**config.mk**
```make
export PLATFORM = sky130hd
export DESIGN_NAME = darkroom_spi_receiver
export DESIGN_NICKNAME = d
export VERILOG_FILES = /design/src/rtl/darkroom_spi_receiver.sv
export SDC_FILE = /design/constraint.sdc
export NUM_CORES = 1
export LEC_CHECK = 0
export BUFFER_PORTS_ARGS = -buffer_cell sky130_fd_sc_hd__buf_2
export CAP_MARGIN = 30
export CORE_AREA = 2 2 227 229
export DETAILED_ROUTE_END_ITERATION = 8
export DIE_AREA = 0 0 229 231
export PLACE_DENSITY = 0.68
export SYNTH_ARGS = -nofsm -noshare
export SYNTH_HDL_FRONTEND = slang
export SYNTH_SLANG_ARGS = --single-unit
```
**constraint.sdc**
```tcl
create_clock -name clk -period 19.49 [get_ports clk]
set_clock_uncertainty 0.2 [all_clocks]
set_input_delay 1.949 -clock clk [delete_from_list [all_inputs] [get_ports clk]]
set_output_delay 1.949 -clock clk [all_outputs]
set_load 0.02 [all_outputs]
```
**src/rtl/darkroom_spi_receiver.sv**
```systemverilog
`default_nettype none
// ============================================================================
// Module      : darkroom_spi_receiver
// Description : SPI mode-0 slave for DarkRoom lighthouse sensor frames.
//               It synchronises the SPI pins into clk and shifts in one
//               frame per slave-select window. Each frame is validated on
//               slave-select release. A good frame is copied into an output
//               buffer and streamed out as FRAME_BITS/WORD_WIDTH sensor words
//               over a valid/ready handshake.
// Ports       : clk, rst            - system clock, async active-high reset
//               sck_i/ss_n_i/mosi_i - raw SPI pins, asynchronous to clk
//               word_o/word_index_o - current sensor word and its index
//               word_valid_o        - word/index valid
//               word_ready_i        - downstream accepts word when high
//               frame_done_o        - pulse on acceptance of the last word
//               frame_count_o       - good frames received (wrapping)
//               error_count_o       - rejected frames (saturating)
//               busy_o              - synchronised slave select active
// Revision    : 1.0 - initial release
// ============================================================================
module darkroom_spi_receiver #(
  parameter int FRAME_BITS  = 256,
  parameter int WORD_WIDTH  = 32,
  parameter int SYNC_STAGES = 2
) (
  input  logic                  clk,
  input  logic                  rst,
  input  logic                  sck_i,
  input  logic                  ss_n_i,
  input  logic                  mosi_i,
  output logic [WORD_WIDTH-1:0] word_o,
  output logic [2:0]            word_index_o,
  output logic                  word_valid_o,
  input  logic                  word_ready_i,
  output logic                  frame_done_o,
  output logic [15:0]           frame_count_o,
  output logic [15:0]           error_count_o,
  output logic                  busy_o
);

  localparam int NUM_WORDS = FRAME_BITS / WORD_WIDTH;
  localparam int CNT_W     = $clog2(FRAME_BITS + 2);
  localparam int POS_W     = $clog2(FRAME_BITS);

  localparam logic [CNT_W-1:0] C_CNT_FULL = CNT_W'(FRAME_BITS);
  localparam logic [CNT_W-1:0] C_CNT_SAT  = CNT_W'(FRAME_BITS + 1);
  localparam logic [2:0]       C_LAST_IDX = 3'(NUM_WORDS - 1);

  typedef enum logic [1:0] {
    RX_IDLE  = 2'd0,
    RX_SHIFT = 2'd1,
    RX_CHECK = 2'd2
  } rx_state_t;

  typedef enum logic [0:0] {
    OUT_EMPTY = 1'b0,
    OUT_SEND  = 1'b1
  } out_state_t;

  // Synchroniser chains: index 0 is the first stage, SYNC_STAGES-1 the last.
  logic [SYNC_STAGES-1:0] sck_sync_q,  sck_sync_d;
  logic [SYNC_STAGES-1:0] ss_sync_q,   ss_sync_d;
  logic [SYNC_STAGES-1:0] mosi_sync_q, mosi_sync_d;
  // Tracks which synchroniser stages hold a real post-reset sample.
  logic [SYNC_STAGES-1:0] fill_q,      fill_d;
  // Set once slave select has been seen idle after reset. A transfer already
  // in progress when reset is released must never be joined mid-stream.
  logic                   armed_q,     armed_d;

  rx_state_t              rx_state_q,  rx_state_d;
  logic [CNT_W-1:0]       bit_cnt_q,   bit_cnt_d;
  logic [FRAME_BITS-1:0]  shift_q,     shift_d;

  out_state_t             out_state_q, out_state_d;
  logic [2:0]             idx_q,       idx_d;
  logic [NUM_WORDS-1:0][WORD_WIDTH-1:0] out_buf_q, out_buf_d;

  logic [15:0]            frame_count_q, frame_count_d;
  logic [15:0]            error_count_q, error_count_d;

  logic                   sck_rise;
  logic                   ss_fall;
  logic                   ss_rise;
  logic                   mosi_bit;
  logic [POS_W-1:0]       bit_pos;
  logic                   start_out;
  logic                   bump_err;
  logic                   accept;

  assign sck_rise = sck_sync_q[SYNC_STAGES-2] & ~sck_sync_q[SYNC_STAGES-1];
  assign ss_fall  = ~ss_sync_q[SYNC_STAGES-2] &  ss_sync_q[SYNC_STAGES-1];
  assign ss_rise  =  ss_sync_q[SYNC_STAGES-2] & ~ss_sync_q[SYNC_STAGES-1];
  assign mosi_bit = mosi_sync_q[SYNC_STAGES-1];

  // MSB-first within a byte, byte k at [8k+7:8k]: invert the low three bits.
  assign bit_pos  = {bit_cnt_q[POS_W-1:3], ~bit_cnt_q[2:0]};

  assign accept   = (out_state_q == OUT_SEND) && word_ready_i;

  always_comb begin
    sck_sync_d    = {sck_sync_q[SYNC_STAGES-2:0],  sck_i};
    ss_sync_d     = {ss_sync_q[SYNC_STAGES-2:0],   ss_n_i};
    mosi_sync_d   = {mosi_sync_q[SYNC_STAGES-2:0], mosi_i};
    fill_d        = {fill_q[SYNC_STAGES-2:0],      1'b1};
    armed_d       = armed_q | (fill_q[SYNC_STAGES-1] & ss_sync_q[SYNC_STAGES-1]);

    rx_state_d    = rx_state_q;
    bit_cnt_d     = bit_cnt_q;
    shift_d       = shift_q;
    out_state_d   = out_state_q;
    idx_d         = idx_q;
    out_buf_d     = out_buf_q;
    frame_count_d = frame_count_q;
    error_count_d = error_count_q;
    start_out     = 1'b0;
    bump_err      = 1'b0;

    // Receive path
    case (rx_state_q)
      RX_IDLE: begin
        if (ss_fall && armed_q) begin
          bit_cnt_d  = '0;
          rx_state_d = RX_SHIFT;
        end
      end
      RX_SHIFT: begin
        // A coincident sck rise and ss rise still captures the bit first.
        if (sck_rise) begin
          if (bit_cnt_q < C_CNT_FULL) begin
            shift_d[bit_pos] = mosi_bit;
          end
          if (bit_cnt_q != C_CNT_SAT) begin
            bit_cnt_d = bit_cnt_q + CNT_W'(1);
          end
        end
        if (ss_rise) begin
          rx_state_d = RX_CHECK;
        end
      end
      RX_CHECK: begin
        rx_state_d = RX_IDLE;
        if (bit_cnt_q == C_CNT_FULL && out_state_q == OUT_EMPTY) begin
          out_buf_d     = shift_q;
          frame_count_d = frame_count_q + 16'd1;
          start_out     = 1'b1;
        end else begin
          // Wrong length, or previous frame still draining (overrun).
          bump_err = 1'b1;
        end
      end
      default: rx_state_d = RX_IDLE;
    endcase

    if (bump_err && error_count_q != 16'hFFFF) begin
      error_count_d = error_count_q + 16'd1;
    end

    // Output path
    case (out_state_q)
      OUT_EMPTY: begin
        if (start_out) begin
          out_state_d = OUT_SEND;
          idx_d       = 3'd0;
        end
      end
      OUT_SEND: begin
        if (accept) begin
          if (idx_q == C_LAST_IDX) begin
            out_state_d = OUT_EMPTY;
            idx_d       = 3'd0;
          end else begin
            idx_d = idx_q + 3'd1;
          end
        end
      end
      default: out_state_d = OUT_EMPTY;
    endcase
  end

  always_ff @(posedge clk or posedge rst) begin
    if (rst) begin
      sck_sync_q    <= '0;
      ss_sync_q     <= '1;
      mosi_sync_q   <= '0;
      fill_q        <= '0;
      armed_q       <= 1'b0;
      rx_state_q    <= RX_IDLE;
      bit_cnt_q     <= '0;
      shift_q       <= '0;
      out_state_q   <= OUT_EMPTY;
      idx_q         <= 3'd0;
      out_buf_q     <= '0;
      frame_count_q <= 16'd0;
      error_count_q <= 16'd0;
    end else begin
      sck_sync_q    <= sck_sync_d;
      ss_sync_q     <= ss_sync_d;
      mosi_sync_q   <= mosi_sync_d;
      fill_q        <= fill_d;
      armed_q       <= armed_d;
      rx_state_q    <= rx_state_d;
      bit_cnt_q     <= bit_cnt_d;
      shift_q       <= shift_d;
      out_state_q   <= out_state_d;
      idx_q         <= idx_d;
      out_buf_q     <= out_buf_d;
      frame_count_q <= frame_count_d;
      error_count_q <= error_count_d;
    end
  end

  assign word_o        = out_buf_q[idx_q];
  assign word_index_o  = idx_q;
  assign word_valid_o  = (out_state_q == OUT_SEND);
  assign frame_done_o  = accept && (idx_q == C_LAST_IDX);
  assign frame_count_o = frame_count_q;
  assign error_count_o = error_count_q;
  assign busy_o        = ~ss_sync_q[SYNC_STAGES-1];

endmodule
`default_nettype wire

```
==> out/metrics.cfg <==
[clocking]
root_buffer = clkbuf_16
cts_buffers = 59
clk_path_buf_depth = 3
clk_latency_ns = 0.62
cts.sinks = 568
holdBufCountCts = 0
clk_pin_slew_worst_paths_ns = 0.06
htree_num_levels = 2
cts_setup_buffers = 0
cts-resized-gates = 0
cts_tree = done

[flow_run]
drv_cap = 0

[synth]
synthAdderAreaFrac_pct = 0.402
syn-num-nets = 2326
synthMuxAreaShare_pct = 19.0
syn_area_um2 = 24900
ys_types = 49
synth-xor-area-share_pct = 1.20
synth_compound_area_share_pct = 0.563
synthArstFlopShare_pct = 100
ys_seq_area_share_pct = 57.1
synthSimpleGateAreaFrac_pct = 19.1
syn_area_per_cell_um2 = 10.8
yosysWarningCount = 0
syn_inst = 2312
synth_top_family_by_area = simple AND/OR/NAND/NOR gates
synth_flop_cell = dfrtp_1
ys_ff_latch = 568
synth-edff-count = 0

[routing]
first_iter_violations = 1418
routed_via_density = 5.47
vias = 16800
wl_per_cell_um = 20.0
postRouteAntennaNets = 0
finalWirelength_um = 61400
drc = 0
firstDrtPassIters = 6

[place]
gp_congestion = 0.797
io_buffers = 75
hpwl_um = 38300

[global_route]
overflow = 0
track_usage_pct = 23.7
grt_pass1_wl_um = 97800
antenna_found_initial = 1
grt_max_degree = 219
grt_pass1_vias = 16900

[run_status]
status = complete, no violations

[power_and_ir_drop]
comb_power_share_pct = 9.8
p_leak_uw = 0.0143
share_seq_of_total_power_pct = 48.0
switchingPower_uw = 672
p_sw_share_pct = 25.9
power_density_nw_per_um2 = 92.9
p_int_uw = 1920
p_total_uw = 2600
irDropWorstVdd_v = 0.0000670
clkPwrFrac_pct = 42.2

[sta]
rsz0062_at_grt = false
max_freq_mhz = 182
slew_headroom_pct = 20.9
finalSetupTns_ns = 0
min_period_ns = 5.50
worst_slew_pin_slew_ns = 1.19
drv_slew = 0
post-route-period-util_pct = 28.2
finalSetupViolations = 0
hold_viol = 0

[final_layout]
utilization_pct = 55.2
drive_gt1_share_pct = 23.4
areaGrowthSynthToFinish_pct = 12.4
fin_nets = 2357

[critical_path]
cp_data_required_time_ns = 17.34
critPathKind = reg -> out
endpoint_kind = output pin
startpoint = word_index_o[0]
crit_fanout = 43
arrival_ns = 3.35
r2r_start = bit_cnt_q[0]
start_kind = register

[min_path]
min_from = fill_q[0]
hold_class = reg -> reg

[floorplan]
core_um2 = 50700
initial_core_util_pct = 49.1
die_x_um = 229
fp.dieH_um = 231
rows = 83
num_io_pins = 76
die_area_um2 = 52900

-- layout by cell type, fill, tap and decap left out, types with 4 or more instances in the layout --
| cell | instances |
|---|---|
| buf_2 | 75 |
| nand4_1 | 10 |
| mux4_2 | 64 |
| o21ai_0 | 7 |
| clkbuf_16 | 59 |
| nor3b_2 | 4 |
| xnor2_1 | 26 |
| mux2_1 | 22 |
| inv_1 | 4 |
| nand2_1 | 875 |
| buf_16 | 12 |
| nand2b_1 | 5 |
| nor2b_1 | 5 |
| clkinv_2 | 7 |
| nor3_1 | 6 |
| buf_4 | 24 |
| dfrtp_1 | 562 |
| mux2_2 | 269 |
| xor2_1 | 8 |
| nor2_1 | 204 |
| and2_1 | 12 |
| clkbuf_8 | 18 |
| nand3_1 | 24 |
| ha_1 | 8 |
| clkbuf_1 | 19 |
| and3_1 | 12 |
-- routing by layer --
metal / share of wire [%] / global-route usage (%)
met2: 47 / 37.5
met1: 45 / 34.1
met4: 2.1 / 5.86
met5: 0 / 0
met3: 5.5 / 4.16
-- worst max-delay path, cell delays in order (launching register included) --
cell and delay [ns]:
dfrtp_4 0.77, buf_4 0.80, mux4_2 0.59, mux2_2 0.34, buf_2 0.18
-- Yosys cell counts (8+ instances only) --
master    count  area (µm²)
and2_1       13        81.3
and3_1       12        75.1
buf_2        63         315
clkbuf_1     73         274
dfrtp_1     566       14200
ha_1          8         100
mux2_1       22         248
mux2_2      269        3030
mux4_2       64        1440
nand2_1     875        3280
nand3_1      24         120
nand4_1      10        62.6
nor2_1      204         766
xnor2_1      26         228
xor2_1        8        70.1
-- flip-flops by register name, indices dropped and copies added (netlist names), 3 cells and up --
signal	flops
bit_cnt_q	9
error_count_o	16
frame_count_o	16
out_buf_q	256
shift_q	256
word_index_o	3
-- power by group through the flow --
stage,Clock (µW),Combinational [µW],Sequential [µW]
3_3_place_gp,0,250,1270
4_1_cts,1110,253,1250
2_1_floorplan,0,197,1240
3_5_place_dp,0,252,1270
5_1_grt,1170,274,1250
6_report,1100,254,1250
-- stage by stage --
step	hold WS (ns)	area [µm²]	setup WS [ns]	instances
4_1_cts	0.152	27800	13.90	3062
3_5_place_dp	0.136	25900	14.45	2955
3_3_place_gp	0.134	25700	14.51	2946
6_report	0.149	28000	13.99	3070
5_1_grt	0.160	27900	13.74	3069
2_1_floorplan	0.131	24900	1.46	2312
-- path summary, 6_finish.rpt --
kind	end	slack, ns	cells past startpoint
worst max-delay path	word_o[15]	13.99	4
worst min-delay path	fill_q[1]	0.15	0
worst max register to register	out_buf_q[67]	15.84	10
worst min register to register	fill_q[1]	0.15	0
max in group asynchronous	out_buf_q[31]	15.76	6
min in group asynchronous	out_buf_q[241]	1.04	2
-- area by class of cell --
cell class,count,area [µm²]
timing repair buffer,115,951
antenna,1,2.50
tap,680,851
clock inverter,11,91.3
inverter,5,26.3
sequential,568,14200
clock buffer,96,1800
multi-input combinational,1594,10000
fill,4346,22700
-- cell families after synthesis --
kind of cell / count (synthesis)
AO/OA/AOI/OAI: 20
XOR/XNOR: 34
adder cells (fa/ha/maj): 8
buffers and inverters: 150
flip-flops: 568
multiplexers: 355
other: 1
AND/OR/NAND/NOR: 1176
(Power assumes the default switching activity.)
